**config.mk**
```make
export PLATFORM = sky130hd
export DESIGN_NAME = and_or_accum_flat
export DESIGN_NICKNAME = d
export VERILOG_FILES = /design/src/rtl/and_or_accum_if.sv /design/src/rtl/and_or_accum.sv /design/src/flat_wrapper.sv
export SDC_FILE = /design/constraint.sdc
export NUM_CORES = 1
export LEC_CHECK = 0
export CAP_MARGIN = 10
export CORE_UTILIZATION = 44
export CTS_BUF_LIST = sky130_fd_sc_hd__clkbuf_8 sky130_fd_sc_hd__clkbuf_16
export DETAILED_ROUTE_END_ITERATION = 6
export GPL_TIMING_DRIVEN = 0
export PLACE_DENSITY_LB_ADDON = 0.1
export REMOVE_ABC_BUFFERS = 1
export SKIP_LAST_GASP = 1
export SLEW_MARGIN = 40
export SYNTH_ARGS = -nofsm -noshare
export SYNTH_HDL_FRONTEND = slang
export SYNTH_SLANG_ARGS = --single-unit
```
**constraint.sdc**
```tcl
create_clock -name clk -period 1.4 [get_ports clk]
set_input_delay 0.21 -clock clk [delete_from_list [all_inputs] [get_ports clk]]
set_output_delay 0.21 -clock clk [all_outputs]
set_load 0.01 [all_outputs]
```
**src/rtl/and_or_accum_if.sv**
```systemverilog
// Beat/result handshake bundle for and_or_accum.
// master drives beats and takes results; slave is the accumulator.
interface and_or_accum_if #(
  parameter int WIDTH = 2,
  parameter int NCH   = 3,
  parameter int CW    = 8
);
  logic                 in_valid;
  logic                 in_ready;
  logic                 in_last;
  logic [WIDTH-1:0]     base;
  logic [NCH*WIDTH-1:0] data;
  logic [NCH-1:0]       en;
  logic                 out_valid;
  logic                 out_ready;
  logic [WIDTH-1:0]     out_data;
  logic [CW-1:0]        out_beats;

  modport master (
    output in_valid, in_last, base, data, en, out_ready,
    input  in_ready, out_valid, out_data, out_beats
  );

  modport slave (
    input  in_valid, in_last, base, data, en, out_ready,
    output in_ready, out_valid, out_data, out_beats
  );
endinterface

```
**src/rtl/and_or_accum.sv**
```systemverilog
// Gated AND-OR flag merge with per-frame OR accumulation, a saturating
// beat counter and a single-entry valid/ready output register.

// One gated channel: passes its data only when enabled.
module and_or_lane #(
  parameter int WIDTH = 2
) (
  input  logic [WIDTH-1:0] data,
  input  logic             en,
  output logic [WIDTH-1:0] gated
);
  assign gated = data & {WIDTH{en}};
endmodule

module and_or_accum #(
  parameter int WIDTH = 2,
  parameter int NCH   = 3,
  parameter int CW    = 8
) (
  input  logic          clk,
  input  logic          rst_n,
  and_or_accum_if.slave bus
);
  localparam logic [0:0]    S_IDLE  = 1'b0;
  localparam logic [0:0]    S_ACC   = 1'b1;
  localparam logic [CW-1:0] CNT_MAX = {CW{1'b1}};

  logic [NCH-1:0][WIDTH-1:0] gated;
  logic [WIDTH-1:0]          gated_or;
  logic [WIDTH-1:0]          term;
  logic [0:0]                state;
  logic [WIDTH-1:0]          acc;
  logic [CW-1:0]             cnt;
  logic [CW-1:0]             cnt_inc;
  logic                      accept;
  logic                      load;
  logic [WIDTH-1:0]          load_data;
  logic [CW-1:0]             load_beats;
  logic                      out_valid_q;
  logic [WIDTH-1:0]          out_data_q;
  logic [CW-1:0]             out_beats_q;

  // Per-channel gating, one lane instance per channel.
  for (genvar k = 0; k < NCH; k++) begin : g_lane
    and_or_lane #(.WIDTH(WIDTH)) u_lane (
      .data  (bus.data[k*WIDTH +: WIDTH]),
      .en    (bus.en[k]),
      .gated (gated[k])
    );
  end

  // OR-reduce the gated channels; purely bitwise, no carries.
  always_comb begin
    gated_or = '0;
    for (int k = 0; k < NCH; k++) gated_or = gated_or | gated[k];
  end

  assign term = bus.base | gated_or;

  // Ready only depends on the output slot: free now or freed this cycle.
  // Non-last beats are also held off while blocked so ordering stays trivial.
  assign bus.in_ready = !out_valid_q | bus.out_ready;
  assign accept       = bus.in_valid & bus.in_ready;
  assign load         = accept & bus.in_last;

  // Counter clamps at all-ones instead of wrapping.
  assign cnt_inc = (cnt == CNT_MAX) ? CNT_MAX : cnt + CW'(1);

  // Result presented to the output register when a frame closes.
  always_comb begin
    load_data  = term;
    load_beats = CW'(1);
    if (state == S_ACC) begin
      load_data  = acc | term;
      load_beats = cnt_inc;
    end
  end

  // Frame FSM: collects non-last beats into acc/cnt, clears on close.
  always_ff @(posedge clk or negedge rst_n) begin
    if (!rst_n) begin
      state <= S_IDLE;
      acc   <= '0;
      cnt   <= '0;
    end else if (accept) begin
      case (state)
        S_IDLE: begin
          if (!bus.in_last) begin
            acc   <= term;
            cnt   <= CW'(1);
            state <= S_ACC;
          end
        end
        default: begin
          if (bus.in_last) begin
            acc   <= '0;
            cnt   <= '0;
            state <= S_IDLE;
          end else begin
            acc <= acc | term;
            cnt <= cnt_inc;
          end
        end
      endcase
    end
  end

  // Output slot: load wins over consume, giving bubble-free hand-over;
  // data/beats only change on a load so they hold while stalled.
  always_ff @(posedge clk or negedge rst_n) begin
    if (!rst_n) begin
      out_valid_q <= 1'b0;
      out_data_q  <= '0;
      out_beats_q <= '0;
    end else if (load) begin
      out_valid_q <= 1'b1;
      out_data_q  <= load_data;
      out_beats_q <= load_beats;
    end else if (out_valid_q && bus.out_ready) begin
      out_valid_q <= 1'b0;
    end
  end

  assign bus.out_valid = out_valid_q;
  assign bus.out_data  = out_data_q;
  assign bus.out_beats = out_beats_q;
endmodule

```
**src/flat_wrapper.sv**
```systemverilog
// flat-port wrapper written by rule: the top's interface ports become plain ports
module and_or_accum_flat 
#(
  parameter int WIDTH = 2,
  parameter int NCH   = 3,
  parameter int CW    = 8
)
  (clk, rst_n, bus_in_valid, bus_in_last, bus_base, bus_data, bus_en, bus_out_ready, bus_in_ready, bus_out_valid, bus_out_data, bus_out_beats);
  and_or_accum_if #(.WIDTH(WIDTH), .NCH(NCH), .CW(CW)) bus_i ();
  input  logic clk;
  input  logic rst_n;
  input wire logic [$bits(bus_i.in_valid)-1:0] bus_in_valid;
  input wire logic [$bits(bus_i.in_last)-1:0] bus_in_last;
  input wire logic [$bits(bus_i.base)-1:0] bus_base;
  input wire logic [$bits(bus_i.data)-1:0] bus_data;
  input wire logic [$bits(bus_i.en)-1:0] bus_en;
  input wire logic [$bits(bus_i.out_ready)-1:0] bus_out_ready;
  output wire logic [$bits(bus_i.in_ready)-1:0] bus_in_ready;
  output wire logic [$bits(bus_i.out_valid)-1:0] bus_out_valid;
  output wire logic [$bits(bus_i.out_data)-1:0] bus_out_data;
  output wire logic [$bits(bus_i.out_beats)-1:0] bus_out_beats;
  assign bus_i.in_valid = bus_in_valid;
  assign bus_i.in_last = bus_in_last;
  assign bus_i.base = bus_base;
  assign bus_i.data = bus_data;
  assign bus_i.en = bus_en;
  assign bus_i.out_ready = bus_out_ready;
  assign bus_in_ready = bus_i.in_ready;
  assign bus_out_valid = bus_i.out_valid;
  assign bus_out_data = bus_i.out_data;
  assign bus_out_beats = bus_i.out_beats;
  and_or_accum #(.WIDTH(WIDTH), .NCH(NCH), .CW(CW)) u_core (.clk(clk), .rst_n(rst_n), .bus(bus_i));
endmodule
```
---- Word level (Yosys, flattened, before mapping) ----
Index checks and enable logic that the tools add are counted.
storage, ports and cells
  memory bits (read-only) ................. 0
  register bits after elaboration ......... 22
  word-level logic and storage cells ...... 35
  memories ................................ 0
  memory bits (writable) .................. 0
  bits in latches ......................... 0
operators by class
  multipliers ............................. 0
  shifts and indexed selects .............. 0
  divide/modulo/power cells ............... 0
  equality and inequality tests ........... 2
  bitwise gates (word level) .............. 10
  add/sub/neg operators ................... 1
  reduce and logical (&&, ||, !) cells .... 4
  order comparisons ....................... 0
  multiplexer cells ....................... 12
operators by type and width
  cell                                                   number
  two-way mux 8 bit                                      5
  adder 8 x 1 -> 8 bit, second input constant            1
  equality test 8 bit, second input constant             1
  two-way mux 2 bit                                      4
  OR 2 bit                                               4
  AND 2 bit                                              3
  two-way mux 1 bit                                      3
  AND 1 bit                                              2
  inequality test 2 x 1 -> 1 bit, second input constant  1
  AND reduction 2 bit                                    1
  nonzero test 2 bit                                     1
  logical AND 1 bit                                      1
  logical NOT 1 bit                                      1
  OR 1 bit                                               1

---- Depth between registers and ports, before layout ----
Gate-level depths: netlist of run 1.
  word-level depth ........................ 7
  gate-level depth with buffers ........... 6
  depth with buffers taken out ............ 5

---- Cells and area by module ----
A second synthesis of run 1 with hierarchy kept.
second synthesis, totals
  cell total of the unflattened synthesis .. 131
  area, all modules ....................... 1198.6 um2
by module, submodules not included
  module        sequential area each (um2)  times used  cells each  area an instance (um2)
  and_or_accum  550.5                       1           125         1161.1
  and_or_lane   0.0                         3           2           12.5

---- Worst setup path after synthesis of run 1 ----
No wires, ideal clock.
  path type ............................... flip-flop to flip-flop
  start point ............................. register u_core.cnt[0]
  end point ............................... register u_core.cnt[6]
  required time ........................... 1.331 ns
  period minus slack after synthesis ...... 1.456 ns
  arrival ................................. 1.387 ns
  cell stages (with the launch flop) ...... 7
  setup slack ............................. -0.056 ns
  path through ............................ dfrtp_1 -> ha_1 -> buf_4 -> and3_4 -> nand3_4 -> or3_1 -> nand3_1
between the ends
  longest elaborated chain between the ends .. 4
  elaborated cells between the ends (all ways) .. 5
RTL lines
  element                                                             RTL line             RTL
  start, declared                                                     and_or_accum.sv:33   logic [CW-1:0] cnt;
  start signal, assigned                                              and_or_accum.sv:101  cnt <= cnt_inc;
  adder 8 x 1 -> 8 bit / equality test 8 bit (equally long branches)  and_or_accum.sv:67   assign cnt_inc = (cnt == CNT_MAX) ? CNT_MAX : cnt + CW'(1);
  two-way mux 8 bit *                                                 and_or_accum.sv:67
  two-way mux 8 bit *                                                 and_or_accum.sv:95   if (bus.in_last) begin
  two-way mux 8 bit *                                                 and_or_accum.sv:86   case (state)
Every way passes the cells marked *; elsewhere a longest branch is shown, timed or not.
A chain may end at the register's enable or synchronous reset.

---- Worst setup path after layout of run 1 ----
  start point ............................. register u_core.cnt[1]
  end point ............................... register u_core.cnt[2]
Same word-level chain as after synthesis.

==> results of run 1 <==
worst max-delay path, stage by stage (launching register included):
cell and delay [ps]:
dfrtp_2 420, ha_4 170, nand3_2 110, nor3_4 260, buf_6 160, a21oi_1 40, o22ai_1 150
path summary, 6_finish.rpt:
| path | depth (start not counted) | slack, ps | endpoint | from |
|---|---|---|---|---|
| max | 6 | 8 | u_core.cnt[2]$_DFFE_PN0P_ | u_core.cnt[1]$_DFFE_PN0P_ |
| min | 2 | 430 | u_core.bus.out_beats[3]$_DFFE_PN0P_ | rst_n |
| max reg2reg | 6 | 8 | u_core.cnt[2]$_DFFE_PN0P_ | u_core.cnt[1]$_DFFE_PN0P_ |
| min reg2reg | 2 | 480 | u_core.bus.out_data[1]$_DFFE_PN0P_ | u_core.bus.out_data[1]$_DFFE_PN0P_ |
| max in group asynchronous | 2 | 610 | u_core.cnt[7]$_DFFE_PN0P_ | rst_n |
| min in group clk | 2 | 460 | u_core.cnt[0]$_DFFE_PN0P_ | bus_in_last |
metrics by stage:
step | hold WS (ps) | instance area (um2) | total power, mW | setup TNS [ps] | utilization, %
finish | 429.1 | 1662 | 1.790 | 0 | 65.87
global route | 468.4 | 1662 | 1.872 | -322.3 | 65.87
CTS | 432.8 | 1579 | 1.789 | -72.71 | 62.60
detailed placement | 207.9 | 1444 | 1.121 | -7278 | 57.24
global placement | 465.3 | 1449 | 1.113 | -7655 | 57.44
floorplan | -85.59 | 1141 | 0.9360 | -143.1 | -
report_power, final:
part | internal [mW] | switching [mW]
combinational | 0.217 | 0.196
sequential | 0.709 | 0.0664
clock | 0.382 | 0.220
metal layers:
metal,global-route usage (%),routed length [um],up-vias
met3,5.085,115,9
met5,0,0,-
met2,33.54,1282,22
li1,-,-,531
met1,28.17,1312,499
met4,7.692,89,0
sequential cells by signal (all words and copies together) (netlist names):
register / cells
u_core.state: 1
u_core.acc: 2
u_core.cnt: 8
u_core.bus.out_beats: 8
u_core.bus.out_valid: 1
u_core.bus.out_data: 2
cells by family (layout without fill, tap and decap cells):
kind of cell	Yosys count	in the layout	share of synthesized area, %
AO/OA/AOI/OAI	35	35	17.44
XOR/XNOR	1	1	0.7354
adder cells (fa/ha/maj)	1	1	1.050
buffers and inverters	9	40	4.517
flip-flops	22	22	46.22
multiplexers	4	4	3.361
AND/OR/NAND/NOR	59	59	26.68
repair_timing:
item                                   4_1_cts  5_1_grt
setup endpoints to repair                   19       28
buffers inserted                             4        3
endpoints found under the hold margin       22        0
pin swaps                                    3        5
gates resized for setup                     10       20
cloned                                       0        0
hold buffers                                 1        0
cell type report:
| type | count | area [um2] |
|---|---|---|
| inverter | 1 | 3.754 |
| tap | 30 | 37.54 |
| clock buffer | 3 | 41.29 |
| clock inverter | 1 | 30.03 |
| fill | 213 | 860.8 |
| multi-input combinational | 100 | 641.9 |
| sequential | 22 | 558.0 |
| timing repair buffer | 35 | 349.1 |
cell usage in the layout, fill, tap and decap left out, types with 2 or more instances in the layout:
cell type and n:
mux2i_1 4, nand3_1 6, nand3_2 5, a22oi_1 2, nand2b_1 4, o31ai_1 2, clkbuf_8 3, clkdlybuf4s50_1 16
a21oi_1 5, o211ai_1 2, dlymetal6s2s_1 8, o21ai_0 6, nand2_1 25, nor2_1 6, dfrtp_1 16, dfrtp_2 6
and2_1 2, dlygate4sd2_1 2, o21ai_1 12, buf_4 6
==> out/results.txt, run 1 <==
Synth area leaders - dfrtp_1 46%, nand2_1 7.9%, o21ai_1 4.6%, nand3_1 4.2%, mux2i_1 3.4%
P per Cell Area - 1077 nW/um2
Placeable Area - 2522 um2
Synth cell count leaders - 25 x nand2_1, 22 x dfrtp_1, 11 x o21ai_1
Synthesized area per cell - 9.093 um2
WL final - 2799 um
Slew HR - 67.42%
Initial antenna violation count - 0
Min Tclk post-route - 1392 ps
Worst path required time - 1590 ps
Die width - 54.03 um
DR vias/cell - 5.526
DP Worst Slack - -401.8 ps
Most common cell in the synthesized netlist - nand2_1
Synthesized area - 1191 um2
Clock buffer count from CTS - 3
Die Y - 54.03 um
DP HPWL - 1860 um
Sequential area share after synthesis - 46.22%
Initial Utilization - 47.22%
Yosys cell types - 34
Global route total overflow - 0
Via count - 1,061
Post-Syn Instances - 131
CTS tree - built
Fraction of layout cells with a size suffix above 1 - 19.75%
Ys async rst share - 100.0%
Synth warn - 0
Residual DRC count - 0
Maxcap violations - 0
Min-delay worst type - input port to async pin
Arrival @ worst endpoint - 1580 ps
Fmax - 718.3 MHz
Clock sinks - 22
Crit Path Class - flip-flop to flip-flop
Largest net degree at the start of global routing - 23
First-pass GRT wire length - 4305 um
Slew @ Worst Pin - 488.6 ps
Synth Register Bits - 22
Root Buffer Master - clkbuf_8
Leak Pwr - 0.8194 nW
Worst-case clock buffer depth - 2
DR WL/cell - 14.58 um
Endpoints failing setup - 0
Top_reg_cell synth - dfrtp_1
GP Congestion - 0.8389
Vias in the first global route - 918
Status - completed
Iter 0 DRT Violations - 25
Fin. max-slew vios - 0
GRT Util Overall - 21.27%
Die area - 2919 um2
Post-synth top area cell - dfrtp_1
Area Growth Syn to Fin - 39.50%
Worst vdd ir - 1292 uV
Site row count - 18
Final worst path period share - 99.45%
Critical path launch point type - flip-flop
Pre-Repair DR Iteration Count - 4
Final worst setup slack - 7.741 ps
Clock Latency Late Sink - 270 ps
Cell Count, Final, Fillers Out - 192
EDFF count, synth - 0
CTS H-tree depth - 1
Placed insts - 180
Final nets - 180
Total I/O pin count - 28
Worst-path fanout max - 4
Antenna-violating nets left - 0
Worst Clk Skew - 1.893 ps
Antenna Cells - 0
Worst-path clk slew - 80 ps
IO Port Bufs - 27
Crit end category - flip-flop
Synth top area share - 46.22%
Unrepaired setup endpoints after global routing - yes
Final Hold Fails - 0
Note: power is estimated with default switching activity, not from simulation.
==> inputs of run 2 (changes only) <==
--- a/config.mk
+++ b/config.mk
@@ -6,6 +6,7 @@
 export NUM_CORES = 1
 export LEC_CHECK = 0
 export CAP_MARGIN = 10
+export CORE_ASPECT_RATIO = 1.5
 export CORE_UTILIZATION = 44
 export CTS_BUF_LIST = sky130_fd_sc_hd__clkbuf_8 sky130_fd_sc_hd__clkbuf_16
 export DETAILED_ROUTE_END_ITERATION = 6
==> out/results.txt, run 2 (synthesis results as in run 1) <==
Die area - 2923 um2
Final worst path period share - 100.7%
DP HPWL - 1889 um
Crit end category - flip-flop
Fmax - 709.3 MHz
Worst-path clk slew - 80 ps
Total I/O pin count - 28
CTS H-tree depth - 1
Met1 GRT Util - 22.74%
Clock Latency Late Sink - 260 ps
GR Util met2 - 37.50%
Setup crit start - u_core.cnt[1]$_DFFE_PN0P_
Final worst setup slack - -9.797 ps
Worst r2r src - u_core.cnt[1]$_DFFE_PN0P_
Site row count - 22
GRT busiest layer - met2
Antenna Cells - 0
Crit Path Class - flip-flop to flip-flop
Slew @ Worst Pin - 497.7 ps
Residual DRC count - 0
Worst vdd ir - 631.4 uV
Clock buffer count from CTS - 3
Pre-Repair DR Iteration Count - 4
Die Y - 65.73 um
Global route total overflow - 0
Worst-case clock buffer depth - 2
Min Tclk post-route - 1410 ps
Root Buffer Master - clkbuf_8
WL final - 2810 um
Worst Clk Skew - 6.680 ps
Placed insts - 186
P per Cell Area - 963.4 nW/um2
Cell Count, Final, Fillers Out - 199
Most frequent cells in the layout - 25 x nand2_1, 23 x clkdlybuf4s50_1, 16 x dfrtp_1
Final Hold Fails - 0
Fillers - 207
Fin. max-slew vios - 0
Largest net degree at the start of global routing - 23
First-pass GRT wire length - 4291 um
Placeable Area - 2505 um2
CTS tree - built
Endpoints failing setup - 1
GRT Util Overall - 19.72%
DR vias/cell - 5.523
Die width - 44.48 um
Commonest non-fill, non-tap cell in the layout - nand2_1
Via count - 1,099
GP Congestion - 0.8293
Critical path launch point type - flip-flop
Failing checks - negative setup slack
Fraction of layout cells with a size suffix above 1 - 20.25%
Antenna-violating nets left - 0
Worst-path fanout max - 5
Min-delay worst type - input port to async pin
DR WL/cell - 14.12 um
Fin util - 65.13%
Unrepaired setup endpoints after global routing - yes
Vias in the first global route - 991
Clock sinks - 22
Area Growth Syn to Fin - 36.97%
Arrival @ worst endpoint - 1590 ps
Initial Utilization - 47.55%
IO Port Bufs - 27
Initial antenna violation count - 0
Slew HR - 66.82%
GR Layer Usage met3 - 1.923%
Maxcap violations - 0
Leak Pwr - 0.7049 nW
Iter 0 DRT Violations - 59
Worst path required time - 1580 ps
Final nets - 182
Status - finished with violations
run 2: layout make-up:
type / count / area [um2] / share of cell area (%)
Tap cell: 36 / 45.04 / 2.761
Inverter: 1 / 3.754 / 0.2301
Multi-Input combinational cell: 100 / 640.6 / 39.26
Timing Repair Buffer: 37 / 342.8 / 21.01
Sequential cell: 22 / 558.0 / 34.20
Clock buffer: 3 / 41.29 / 2.531
run 2: critical path, stage by stage, from the launching register on:
cell	delay (ps)
dfrtp_1	410
ha_4	190
nand3_4	90
nor3_4	290
buf_4	160
a21oi_2	30
o22ai_1	160
run 2: path summary, 6_finish.rpt:
| kind | slack [ps] | cells after the start | endpoint |
|---|---|---|---|
| max in group asynchronous | 580 | 2 | u_core.cnt[3]$_DFFE_PN0P_ |
| worst max register to register | -10 | 6 | u_core.cnt[2]$_DFFE_PN0P_ |
| worst max-delay path | -10 | 6 | u_core.cnt[2]$_DFFE_PN0P_ |
| worst min register to register | 480 | 2 | u_core.bus.out_data[1]$_DFFE_PN0P_ |
| worst min-delay path | 450 | 2 | u_core.bus.out_data[1]$_DFFE_PN0P_ |
| min in group clk | 460 | 2 | u_core.cnt[0]$_DFFE_PN0P_ |
run 2: stage by stage:
step | setup WS [ps] | setup TNS, ps | hold WS [ps] | total power [mW] | area, um2
5_1_grt | -69.89 | -228.5 | 486.9 | 1.651 | 1632
2_1_floorplan | -93.47 | -143.1 | -85.59 | 0.9360 | 1141
3_5_place_dp | -468.4 | -8868 | 204.6 | 1.116 | 1451
3_3_place_gp | -449.6 | -9029 | 461.7 | 1.109 | 1456
4_1_cts | -51.09 | -398.9 | 447.0 | 1.560 | 1560
6_report | -9.797 | -9.797 | 449.8 | 1.572 | 1632
run 2: power by group:
group	leakage (nW)	switching [mW]	internal (mW)	total, mW
sequential	0.280	0.0660	0.707	0.773
clock	0.0216	0.197	0.192	0.389
combinational	0.404	0.190	0.220	0.410
run 2: repair_timing:
item,in CTS,in global routing
hold buffers,1,0
pin swaps,2,6
endpoints found under the hold margin,22,0
setup endpoints to repair,23,18
setup buffers,5,4
gates resized for setup,8,13
run 2: layer usage:
layer	wire length [um]	up-vias
met2	1487	42
met1	1155	526
met4	10	0
met3	156	2
li1	-	529
met5	0	-
==> inputs of run 3 (changes only) <==
--- a/config.mk
+++ b/config.mk
@@ -6,7 +6,8 @@
 export NUM_CORES = 1
 export LEC_CHECK = 0
 export CAP_MARGIN = 10
-export CORE_ASPECT_RATIO = 1.5
+export CORE_ASPECT_RATIO = 0.6
+export CORE_MARGIN = 2
 export CORE_UTILIZATION = 44
 export CTS_BUF_LIST = sky130_fd_sc_hd__clkbuf_8 sky130_fd_sc_hd__clkbuf_16
 export DETAILED_ROUTE_END_ITERATION = 6
==> out/results.txt, run 3 (synthesis results as in run 1) <==
Status - finished with violations
Failing checks - negative setup slack
Initial antenna violation count - 0
Fmax - 701.6 MHz
Fin util - 66.90%
Worst Clk Skew - 7.636 ps
Commonest non-fill, non-tap cell in the layout - nand2_1
First-pass GRT wire length - 4823 um
Fraction of layout cells with a size suffix above 1 - 21.82%
Endpoints failing setup - 1
Cell Count, Final, Fillers Out - 197
GRT Util Overall - 20.69%
Arrival @ worst endpoint - 1560 ps
Worst-case clock buffer depth - 2
IO Port Bufs - 27
DR WL/cell - 15.46 um
Fin. max-slew vios - 0
Clock Latency Late Sink - 260 ps
Tot Pwr - 1.776 mW
GP Congestion - 0.8373
Crit end category - flip-flop
Final worst setup slack - -25.36 ps
Die area - 3153 um2
Vias in the first global route - 988
Clock sinks - 22
Antenna-violating nets left - 0
Largest net degree at the start of global routing - 23
Crit-path cells - buf_4 -> and4_4 -> nand4_4 -> o211ai_1 -> o311ai_1
Crit Path Class - flip-flop to flip-flop
Reg2Reg Setup Slack - -30 ps
P per Cell Area - 1045 nW/um2
Slowest Stage Delay on Critical Path - 410 ps
R2r endpoint - u_core.cnt[7]$_DFFE_PN0P_
Hold Path Depth - 2
Sum Neg Setup Slack - -25.36 ps
Min Tclk post-route - 1425 ps
Most frequent cells in the layout - 25 x nand2_1, 16 x dfrtp_1, 15 x clkdlybuf4s50_1
DP Worst Slack - -399.6 ps
CP max stage cell - dfrtp_2
Worst path required time - 1530 ps
Unrepaired setup endpoints after global routing - yes
Die width - 71.17 um
Pre-Repair DR Iteration Count - 5
Worst Hold Margin - 467.1 ps
CTS H-tree depth - 1
Final Hold Fails - 0
FF-to-FF path depth - 5
Root Buffer Master - clkbuf_8
Final nets - 183
Placeable Area - 2540 um2
Slew @ Worst Pin - 500.0 ps
Critical path launch point type - flip-flop
Worst-path clk slew - 80 ps
Via count - 1,101
Worst vdd ir - 869.8 uV
Iter 0 DRT Violations - 55
Final instance area - 1699 um2
Initial Utilization - 46.90%
Maxcap violations - 0
Launch point of the worst hold path - bus_in_last
DP HPWL - 1959 um
Area Growth Syn to Fin - 42.65%
Die Y - 44.30 um
Antenna Cells - 0
CTS tree - built
DR vias/cell - 5.589
Placed insts - 182
Residual DRC count - 0
WL final - 3045 um
Total I/O pin count - 28
Crit path buffers/inverters - 1
Global route total overflow - 0
Site row count - 14
Hold EP - u_core.acc[1]$_DFFE_PN0P_
Slew HR - 66.67%
Worst r2r src - u_core.cnt[0]$_DFFE_PN0P_
Fillers - 199
Min-delay worst type - input port to flip-flop
Final worst path period share - 101.8%
Post-DP Area - 1446 um2
Leak Pwr - 0.8591 nW
Top delay family on crit path - flip-flops
Worst-path fanout max - 5
Clock buffer count from CTS - 3
-- run 3: final cells by class --
| cell class | count | area (um2) | area share, % |
|---|---|---|---|
| clock inverters | 1 | 30.03 | 1.767 |
| inverters | 1 | 3.754 | 0.2209 |
| flip-flops and latches | 22 | 558.0 | 32.84 |
| clock buffers | 3 | 41.29 | 2.430 |
| multi-input cells | 100 | 651.9 | 38.37 |
| repair buffers | 38 | 374.1 | 22.02 |
| well taps | 32 | 40.04 | 2.356 |
-- run 3: worst max-delay path by stage --
stage | from | endpoint | slack [ps] | depth (start not counted)
after floorplan | u_core.cnt[0]$_DFFE_PN0P_ | u_core.cnt[6]$_DFFE_PN0P_ | -90 | 5
after global placement | bus_out_ready | u_core.bus.out_data[1]$_DFFE_PN0P_ | -380 | 5
after detailed placement | bus_out_ready | u_core.bus.out_data[1]$_DFFE_PN0P_ | -400 | 5
after CTS | u_core.cnt[1]$_DFFE_PN0P_ | u_core.cnt[7]$_DFFE_PN0P_ | -10 | 5
after global routing | u_core.cnt[0]$_DFFE_PN0P_ | u_core.cnt[7]$_DFFE_PN0P_ | -70 | 5
final | u_core.cnt[0]$_DFFE_PN0P_ | u_core.cnt[7]$_DFFE_PN0P_ | -30 | 5
-- run 3: power by group --
part	internal (mW)	total, mW	leakage [nW]	switching (mW)
sequential	0.707	0.764	0.280	0.0575
clock	0.382	0.589	0.0357	0.207
combinational	0.210	0.423	0.544	0.214
total	1.30	1.78	0.859	0.478
-- run 3: timing repair --
action	CTS	global route
hold endpoints to repair	22	0
resized for setup	12	21
setup buffers	5	5
hold buffers	1	0
pin swaps	2	4
endpoints found under the setup margin	19	24
-- run 3: metal layers --
layer	up-vias	global-route usage [%]	routed length (um)
met1	522	30.48	1487
met5	-	0	0
li1	533	-	-
met4	0	4.528	29
met2	42	30.74	1338
met3	4	5.695	189
